**config.mk**
```make
export PLATFORM = sky130hd
export DESIGN_NAME = temp_ram_writer
export DESIGN_NICKNAME = d
export VERILOG_FILES = /design/src/rtl/temp_ram_writer.sv
export SDC_FILE = /design/constraint.sdc
export NUM_CORES = 1
export LEC_CHECK = 0
export ABC_AREA = 1
export CORE_UTILIZATION = 45
export CTS_CLUSTER_DIAMETER = 60
export CTS_CLUSTER_SIZE = 14
export DETAILED_ROUTE_END_ITERATION = 12
export PLACE_DENSITY = 0.87
export REMOVE_ABC_BUFFERS = 1
export SYNTH_ARGS = -nofsm -noshare
export SYNTH_HDL_FRONTEND = slang
export SYNTH_SLANG_ARGS = --single-unit
```
**constraint.sdc**
```tcl
create_clock -name clk_50m -period 3.5 [get_ports clk_50m]
set_clock_uncertainty 0.1 [all_clocks]
set_input_delay 0.7 -clock clk_50m [delete_from_list [all_inputs] [get_ports clk_50m]]
set_output_delay 0.7 -clock clk_50m [all_outputs]
set_load 0.005 [all_outputs]
```
**src/rtl/temp_ram_writer.sv**
```systemverilog
// rtl/temp_ram_writer.sv - writes a 16-bit temperature sample into the i2c_slave RAM as two bytes (optional readback check: RD_VERIFY_EN)
module temp_ram_writer #(
  parameter logic [7:0] BASE_ADDR = 8'h55,
  parameter int         PAD_LSB   = 3
) (
  input  logic        clk_50m,
  input  logic        rst_n,
  input  logic        in_valid,
  input  logic [15:0] in_data,
  output logic        in_ready,
  output logic        ram_ce,
  output logic        ram_wre,
  output logic [13:0] ram_address,
  output logic [7:0]  ram_di,
  input  logic [7:0]  ram_do,
  output logic        done,
  output logic [15:0] wr_count,
  output logic        err
);

  localparam int         PAD_MSB = 14 - 8 - PAD_LSB;
  localparam logic [7:0] ADDR_LO = BASE_ADDR + 8'd1;

  typedef enum logic [3:0] {
    S_IDLE, S_SET_HI, S_STB_HI, S_SET_LO, S_STB_LO, S_DONE,
    S_RD_HI, S_CAP_HI, S_RD_LO, S_CAP_LO
  } state_t;

  state_t      state_q, state_d;
  logic [15:0] data_q, data_d;
  logic [7:0]  addr_q, addr_d;
  logic [7:0]  di_q, di_d;
  logic        ce_q, ce_d;
  logic        wre_q, wre_d;
  logic        done_q, done_d;
  logic [15:0] cnt_q, cnt_d;
`ifdef RD_VERIFY_EN
  logic [7:0]  hi_q, hi_d;
  logic        err_q, err_d;
`endif

  // Next state and sample latch; the sample is captured only on the accepting edge
  always_comb begin
    state_d = state_q;
    data_d  = data_q;
    case (state_q)
      S_IDLE: begin
        if (in_valid) begin
          state_d = S_SET_HI;
          data_d  = in_data;
        end
      end
      S_SET_HI: state_d = S_STB_HI;
      S_STB_HI: state_d = S_SET_LO;
      S_SET_LO: state_d = S_STB_LO;
`ifdef RD_VERIFY_EN
      S_STB_LO: state_d = S_RD_HI;
      S_RD_HI:  state_d = S_CAP_HI;
      S_CAP_HI: state_d = S_RD_LO;
      S_RD_LO:  state_d = S_CAP_LO;
      S_CAP_LO: state_d = S_DONE;
`else
      S_STB_LO: state_d = S_DONE;
`endif
      S_DONE:   state_d = S_IDLE;
      default:  state_d = S_IDLE;
    endcase
  end

  // Registered pin values decoded from the state being entered, so pins track the state cycle-exactly
  always_comb begin
    ce_d   = 1'b0;
    wre_d  = 1'b0;
    done_d = 1'b0;
    addr_d = addr_q;
    di_d   = di_q;
    cnt_d  = cnt_q;
    case (state_d)
      S_SET_HI, S_STB_HI: begin
        addr_d = BASE_ADDR;
        di_d   = data_d[15:8];
        wre_d  = 1'b1;
        ce_d   = (state_d == S_STB_HI);
      end
      S_SET_LO, S_STB_LO: begin
        addr_d = ADDR_LO;
        di_d   = data_d[7:0];
        wre_d  = 1'b1;
        ce_d   = (state_d == S_STB_LO);
      end
      S_RD_HI: begin
        addr_d = BASE_ADDR;
        ce_d   = 1'b1;
      end
      S_RD_LO: begin
        addr_d = ADDR_LO;
        ce_d   = 1'b1;
      end
      S_DONE: begin
        done_d = 1'b1;
        cnt_d  = cnt_q + 16'd1;
      end
      default: ;
    endcase
  end

`ifdef RD_VERIFY_EN
  // Readback capture; the low byte is compared straight off ram_do as CAP_LO closes
  always_comb begin
    hi_d  = hi_q;
    err_d = err_q;
    if (state_q == S_CAP_HI) hi_d = ram_do;
    if (state_q == S_CAP_LO && {hi_q, ram_do} != data_q) err_d = 1'b1;
  end

  // Readback registers
  always_ff @(posedge clk_50m or negedge rst_n) begin
    if (!rst_n) begin
      hi_q  <= 8'h00;
      err_q <= 1'b0;
    end else begin
      hi_q  <= hi_d;
      err_q <= err_d;
    end
  end

  assign err = err_q;
`else
  logic unused_ram_do;
  assign unused_ram_do = ^ram_do;
  assign err = 1'b0;
`endif

  // State, sample and output registers
  always_ff @(posedge clk_50m or negedge rst_n) begin
    if (!rst_n) begin
      state_q <= S_IDLE;
      data_q  <= 16'h0000;
      addr_q  <= 8'h00;
      di_q    <= 8'h00;
      ce_q    <= 1'b0;
      wre_q   <= 1'b0;
      done_q  <= 1'b0;
      cnt_q   <= 16'h0000;
    end else begin
      state_q <= state_d;
      data_q  <= data_d;
      addr_q  <= addr_d;
      di_q    <= di_d;
      ce_q    <= ce_d;
      wre_q   <= wre_d;
      done_q  <= done_d;
      cnt_q   <= cnt_d;
    end
  end

  assign in_ready    = (state_q == S_IDLE);
  assign ram_ce      = ce_q;
  assign ram_wre     = wre_q;
  assign ram_address = {{PAD_MSB{1'b0}}, addr_q, {PAD_LSB{1'b0}}};
  assign ram_di      = di_q;
  assign done        = done_q;
  assign wr_count    = cnt_q;

endmodule
```
==> flow_metrics.py, run 1 <==
metrics = {
    "clock_network": {
        "postCtsHoldBufs": 0,
        "clk_pin_slew_worst_paths_ns": 0.08,
        "clkSinkCount": 50,
        "h-tree-depth": 2,
        "cts-resized-gates": 0,
        "cts_setup_buffers": 0,
        "ctsRootBufferMaster": "clkbuf_8",
        "clk_latency_ns": 0.30,
        "numCtsBuffers": 5,
        "clock_path_buffers": 2,
        "cts_tree": "yes",
    },
    "floorplanning": {
        "die_h_um": 77.04,
        "num_rows": 26,
        "fp.coreArea_mm2": 0.005270,
        "io_pins": 70,
        "die_area_mm2": 0.005934,
        "start_util": 0.4808,
        "die_w_um": 77.04,
    },
    "timing": {
        "min_period_ns": 2.864,
        "finalSetupTns_ns": 0,
        "max_freq_mhz": 349.1,
        "worst_pin_slew_ns": 1.082,
        "drv_slew": 0,
        "rsz0062_at_grt": "false",
        "finalCritPeriodShare": 0.8184,
        "finalHoldViolCount": 0,
        "setup_viol": 0,
        "maxSlewHeadroom": 0.2789,
        "hold_ws_ns": 0.3847,
    },
    "setup_path": {
        "worstPathMaxFanout": 25,
        "r2r_slack_ns": 1.68,
        "crit_arrival_ns": 2.06,
        "critical_path.startpoint": "state_q[0]",
        "rr_worst_depth": 7,
        "endpoint": "in_ready",
        "worstReg2RegStart": "state_q[0]",
        "required_ns": 2.70,
        "start_kind": "flop",
        "path_class": "flop to primary output",
        "crit_path_end_kind": "primary output",
        "r2r-end": "ram_di[1]",
    },
    "routing": {
        "drc": 0,
        "first_iter_violations": 138,
        "num_vias": 2138,
        "drt_pass1_iterations": 5,
        "drt_wl_total_mm": 5.190,
        "vias_per_cell": 4.848,
        "wl_per_cell_um": 11.77,
        "antenna_left": 0,
    },
    "global_routing": {
        "grt_busiest_layer": "met2",
        "met1_usage": 0.2396,
        "grt_start_max_net_pins": 51,
        "grt_pass1_vias": 1972,
        "antenna_found_initial": 0,
        "grt_pass1_wl_mm": 8.749,
        "overflow": 0,
        "grtUsageTotal": 0.1855,
        "met3_usage": 0.03690,
        "use_met2": 0.3098,
    },
    "placed_design": {
        "numPortBuffers": 51,
        "dp_hpwl_mm": 3.649,
        "place_congestion": 0.8610,
        "dpl-instance-area_mm2": 0.003040,
    },
    "synthesis": {
        "synth_area_leaders": "dfrtp_1, nand2_1, nand3_1",
        "synth_area_mm2": 0.002534,
        "synth.top_cell.area_share": 0.4938,
        "synth_cell_types": 24,
        "avgSynthCellArea_um2": 7.844,
        "ys_ff_latch": 50,
        "yosysTopAreaCell": "dfrtp_1",
        "seq_area_frac_synth": 0.4938,
        "syn_inst": 323,
        "ys_warn_count": 0,
    },
    "final_layout": {
        "areaGrowthSynthToFinish_pct": 23.26,
        "final_area_mm2": 0.003123,
        "drive_above_1_share": 0.04852,
        "antenna_cells": 0,
        "final_nets": 400,
    },
    "pwr": {
        "p_per_area_mw_per_mm2": 541.8,
        "leakage_uw": 0.001492,
        "max-vdd-ir-drop_mv": 0.2595,
    },
    "run": {
        "maxCapViolations": 0,
    },
    "run_status": {
        "outcome": "completed",
    },
    "hold_path": {
        "hp-class": "flop to flop",
    },
}
-- through the flow --
step	cells	util	power [µW]	setup WS [ns]
global route	441	0.5926	1828	0.4604
finish	441	0.5926	1692	0.6357
CTS	441	0.5926	1711	0.6101
global placement	435	0.5769	1357	0.9569
floorplan	312	-	1126	1.414
detailed placement	435	0.5769	1382	0.9566
-- sequential cells by signal (all words and copies together), names as in the netlist --
register and flops:
addr_q 3, data_q 16, done 1, ram_ce 1, ram_di 8, ram_wre 1
state_q 4, wr_count 16
-- final cells by class --
cell class	count	area (µm²)
fillers	482	2147
flip-flops and latches	50	1251
multi-input cells	228	1054
repair buffers	53	520.5
inverters	34	127.6
well taps	70	87.58
clock buffers	6	82.58
-- per-layer routing --
metal | routed length, µm | up-vias | part of all wire
met5 | 0 | - | 0
met4 | 59 | 0 | 0.011
met3 | 339 | 7 | 0.065
met2 | 2410 | 77 | 0.46
met1 | 2381 | 958 | 0.46
li1 | - | 1096 | -
-- Yosys cell counts (all sizes together) --
cell type and count:
dfrtp 50, nor2 29, nand2 105, nor3 2, or2 1, a21oi 8
clkinv 1, o21ai 17, xor2 5, nand4 12, nand3 31, buf 17
o211ai 1, clkbuf 4, ha 1, xnor2 5, inv 33, conb 1
-- report_power, final --
part | leakage, µW | internal [µW] | total (µW) | switching (µW)
clock | 0.0000431 | 153 | 321 | 169
sequential | 0.000650 | 729 | 818 | 89.3
combinational | 0.000799 | 259 | 553 | 294
-- cell families after synthesis --
logic type,count (synthesis),synth area share
xor+xnor,10,0.03457
simple gates,180,0.3077
compound gates,26,0.05235
fa+ha+maj,1,0.004937
flops,50,0.4938
other cells,1,0.001480
buf+inv,55,0.1052
-- cell usage in the layout (no fill, tap or decap), drive strengths merged --
master / Yosys / layout
a21oi: 8 / 8
buf: 17 / 3
clkbuf: 4 / 6
clkdlybuf4s50: 0 / 50
clkinv: 1 / 1
conb: 1 / 11
dfrtp: 50 / 50
ha: 1 / 1
inv: 33 / 33
nand2: 105 / 105
nand3: 31 / 31
nand4: 12 / 12
nor2: 29 / 29
nor3: 2 / 2
o211ai: 1 / 1
o21ai: 17 / 17
or2: 1 / 1
xnor2: 5 / 5
xor2: 5 / 5
-- worst max-delay path, stage by stage (launching register included) --
cell and delay [ns]:
dfrtp_1 0.44, nor2_2 0.08, nand2_2 0.33, clkinv_1 0.37, clkdlybuf4s50_1 0.54
-- worst min-delay path by stage --
| stage | endpoint | slack [ns] | depth (start not counted) | startpoint |
|---|---|---|---|---|
| 3_5_place_dp | ram_di[4] | 0.37 | 2 | ram_di[4] |
| 4_1_cts | ram_di[4] | 0.39 | 2 | ram_di[4] |
| 6_report | ram_di[4] | 0.38 | 2 | ram_di[4] |
| 5_1_grt | addr_q[1] | 0.41 | 2 | addr_q[1] |
| 2_1_floorplan | addr_q[0] | 0.30 | 0 | rst_n |
| 3_3_place_gp | addr_q[1] | 0.36 | 2 | addr_q[1] |
No activity file was read; power rests on OpenSTA's default activity.
==> run 2: changes to the inputs <==
Clock period 3.5 ns to 2.88 ns, I/O delays scaled along.
==> run 2 against run 1 <==
Effect of this change:
- hold slack got worse by 0.29 ns
- power increased by 27%
- clock power increased by 44%
- final cell count increased by 1.1%
- critical endpoint unchanged
==> flow_metrics.py, run 2 (synthesized netlist as in run 1, its figures left out) <==
metrics = {
    "global_routing": {
        "grt_pass1_vias": 2083,
        "overflow": 0,
        "antenna_found_initial": 0,
        "grtUsageTotal": 0.1927,
        "grt_pass1_wl_mm": 9.142,
        "grt_start_max_net_pins": 34,
    },
    "placed_design": {
        "place_congestion": 0.8630,
        "dp_hpwl_mm": 3.790,
        "numPortBuffers": 51,
    },
    "setup_path": {
        "r2r-end": "ram_di[1]",
        "path_class": "flop to primary output",
        "rr_worst_depth": 7,
        "required_ns": 2.20,
        "slowest_stage": "clkdlybuf4s50_1",
        "r2r_slack_ns": 1.16,
        "worstReg2RegStart": "state_q[0]",
        "cp_top_family": "buffers and inverters",
        "cp_slowest_stage_delay_ns": 0.55,
        "crit_path_end_kind": "primary output",
        "path_cells": "nor2_2 > nand2_2 > clkinv_1 > clkdlybuf4s50_1",
        "crit_arrival_ns": 1.76,
        "critPathBufInv": 2,
        "worstPathMaxFanout": 10,
        "start_kind": "flop",
    },
    "routing": {
        "drt_pass1_iterations": 5,
        "num_vias": 2245,
        "antenna_left": 0,
        "drc": 0,
        "wl_per_cell_um": 12.04,
        "drt_wl_total_mm": 5.368,
        "vias_per_cell": 5.034,
        "first_iter_violations": 233,
    },
    "timing": {
        "finalSetupTns_ns": 0,
        "finalHoldViolCount": 0,
        "max_freq_mhz": 411.3,
        "rsz0062_at_grt": "false",
        "min_period_ns": 2.432,
        "drv_slew": 0,
        "setup_viol": 0,
        "finalCritPeriodShare": 0.8443,
    },
    "final_layout": {
        "antenna_cells": 0,
        "drive_above_1_share": 0.06117,
        "areaGrowthSynthToFinish_pct": 25.23,
        "mostFrequentLayoutCell": "nand2_1",
        "layout_common_cells": "nand2_1, dfrtp_1, clkdlybuf4s50_1",
        "postLayoutCoreUtil": 0.6021,
        "final_nets": 403,
    },
    "clock_network": {
        "clk_latency_ns": 0.30,
        "h-tree-depth": 2,
        "cts_tree": "yes",
        "clk_pin_slew_worst_paths_ns": 0.08,
        "clock_path_buffers": 2,
        "clkSinkCount": 50,
        "cts_setup_buffers": 0,
        "ctsRootBufferMaster": "clkbuf_8",
        "cts-resized-gates": 0,
        "postCtsHoldBufs": 0,
        "numCtsBuffers": 5,
    },
    "floorplanning": {
        "die_area_mm2": 0.005934,
        "num_rows": 26,
        "io_pins": 70,
        "start_util": 0.4808,
        "die_h_um": 77.04,
        "fp.coreArea_mm2": 0.005270,
        "die_w_um": 77.04,
    },
    "pwr": {
        "p_per_area_mw_per_mm2": 676.0,
        "max-vdd-ir-drop_mv": 0.3193,
        "leakage_uw": 0.001521,
    },
    "run": {
        "maxCapViolations": 0,
    },
    "run_status": {
        "outcome": "completed",
    },
    "hold_path": {
        "hp-class": "input pin to async pin",
    },
}
==> run 2: cell count changes in the layout (fill, tap and decap cells not counted), sizes merged <==
cell | previous run | this run
clkbuf | 6 | 8
buf | 3 | 6
==> run 2: worst max-delay path by stage <==
stage	start	endpoint	slack [ns]	cells after the start
after CTS	state_q[1]	in_ready	0.43	4
after global placement	in_valid	ram_di[1]	0.77	6
after global routing	state_q[1]	in_ready	0.35	4
after floorplan	state_q[3]	in_ready	0.92	3
final	state_q[1]	in_ready	0.45	4
after detailed placement	in_valid	ram_di[1]	0.75	6
==> run 2: report_power, final <==
part           total (µW)  internal [µW]  switching, µW
registers             999            886            113
logic                 684            320            363
clock network         463            243            220
total                2140           1450            696
==> run 2: final cells by class <==
class | instances | area (µm²)
fill | 446 | 2097
sequential | 50 | 1251
multi-input combinational | 228 | 1054
timing repair buffer | 56 | 543.0
inverter | 34 | 127.6
clock buffer | 8 | 110.1
tap | 70 | 87.58
==> run 2: worst register-to-register path: stages (launching register included) <==
cell	delay, ns
dfrtp_1	0.44
inv_1	0.09
nand2_2	0.20
nand3_4	0.19
nand2_2	0.24
inv_1	0.18
nand2_1	0.10
nand2_1	0.06
==> run 2: per-layer routing <==
metal  part of all wire  up-vias  track usage
met1               0.42     1032       0.2371
met5                  0        -            0
met4              0.013        0      0.05849
met2               0.48      101       0.3357
li1                   -     1104            -
met3              0.082        8      0.04286
==> run 2: through the flow <==
stage,cells,power [µW],hold slack (ns),setup WS [ns],area [µm²]
2_1_floorplan,312,1369,0.1804,0.9178,2432
4_1_cts,446,2163,0.1006,0.4251,3173
3_5_place_dp,438,1694,0.3739,0.7496,3063
5_1_grt,446,2298,0.1109,0.3534,3173
3_3_place_gp,438,1658,0.3676,0.7721,3063
6_report,446,2145,0.09162,0.4484,3173
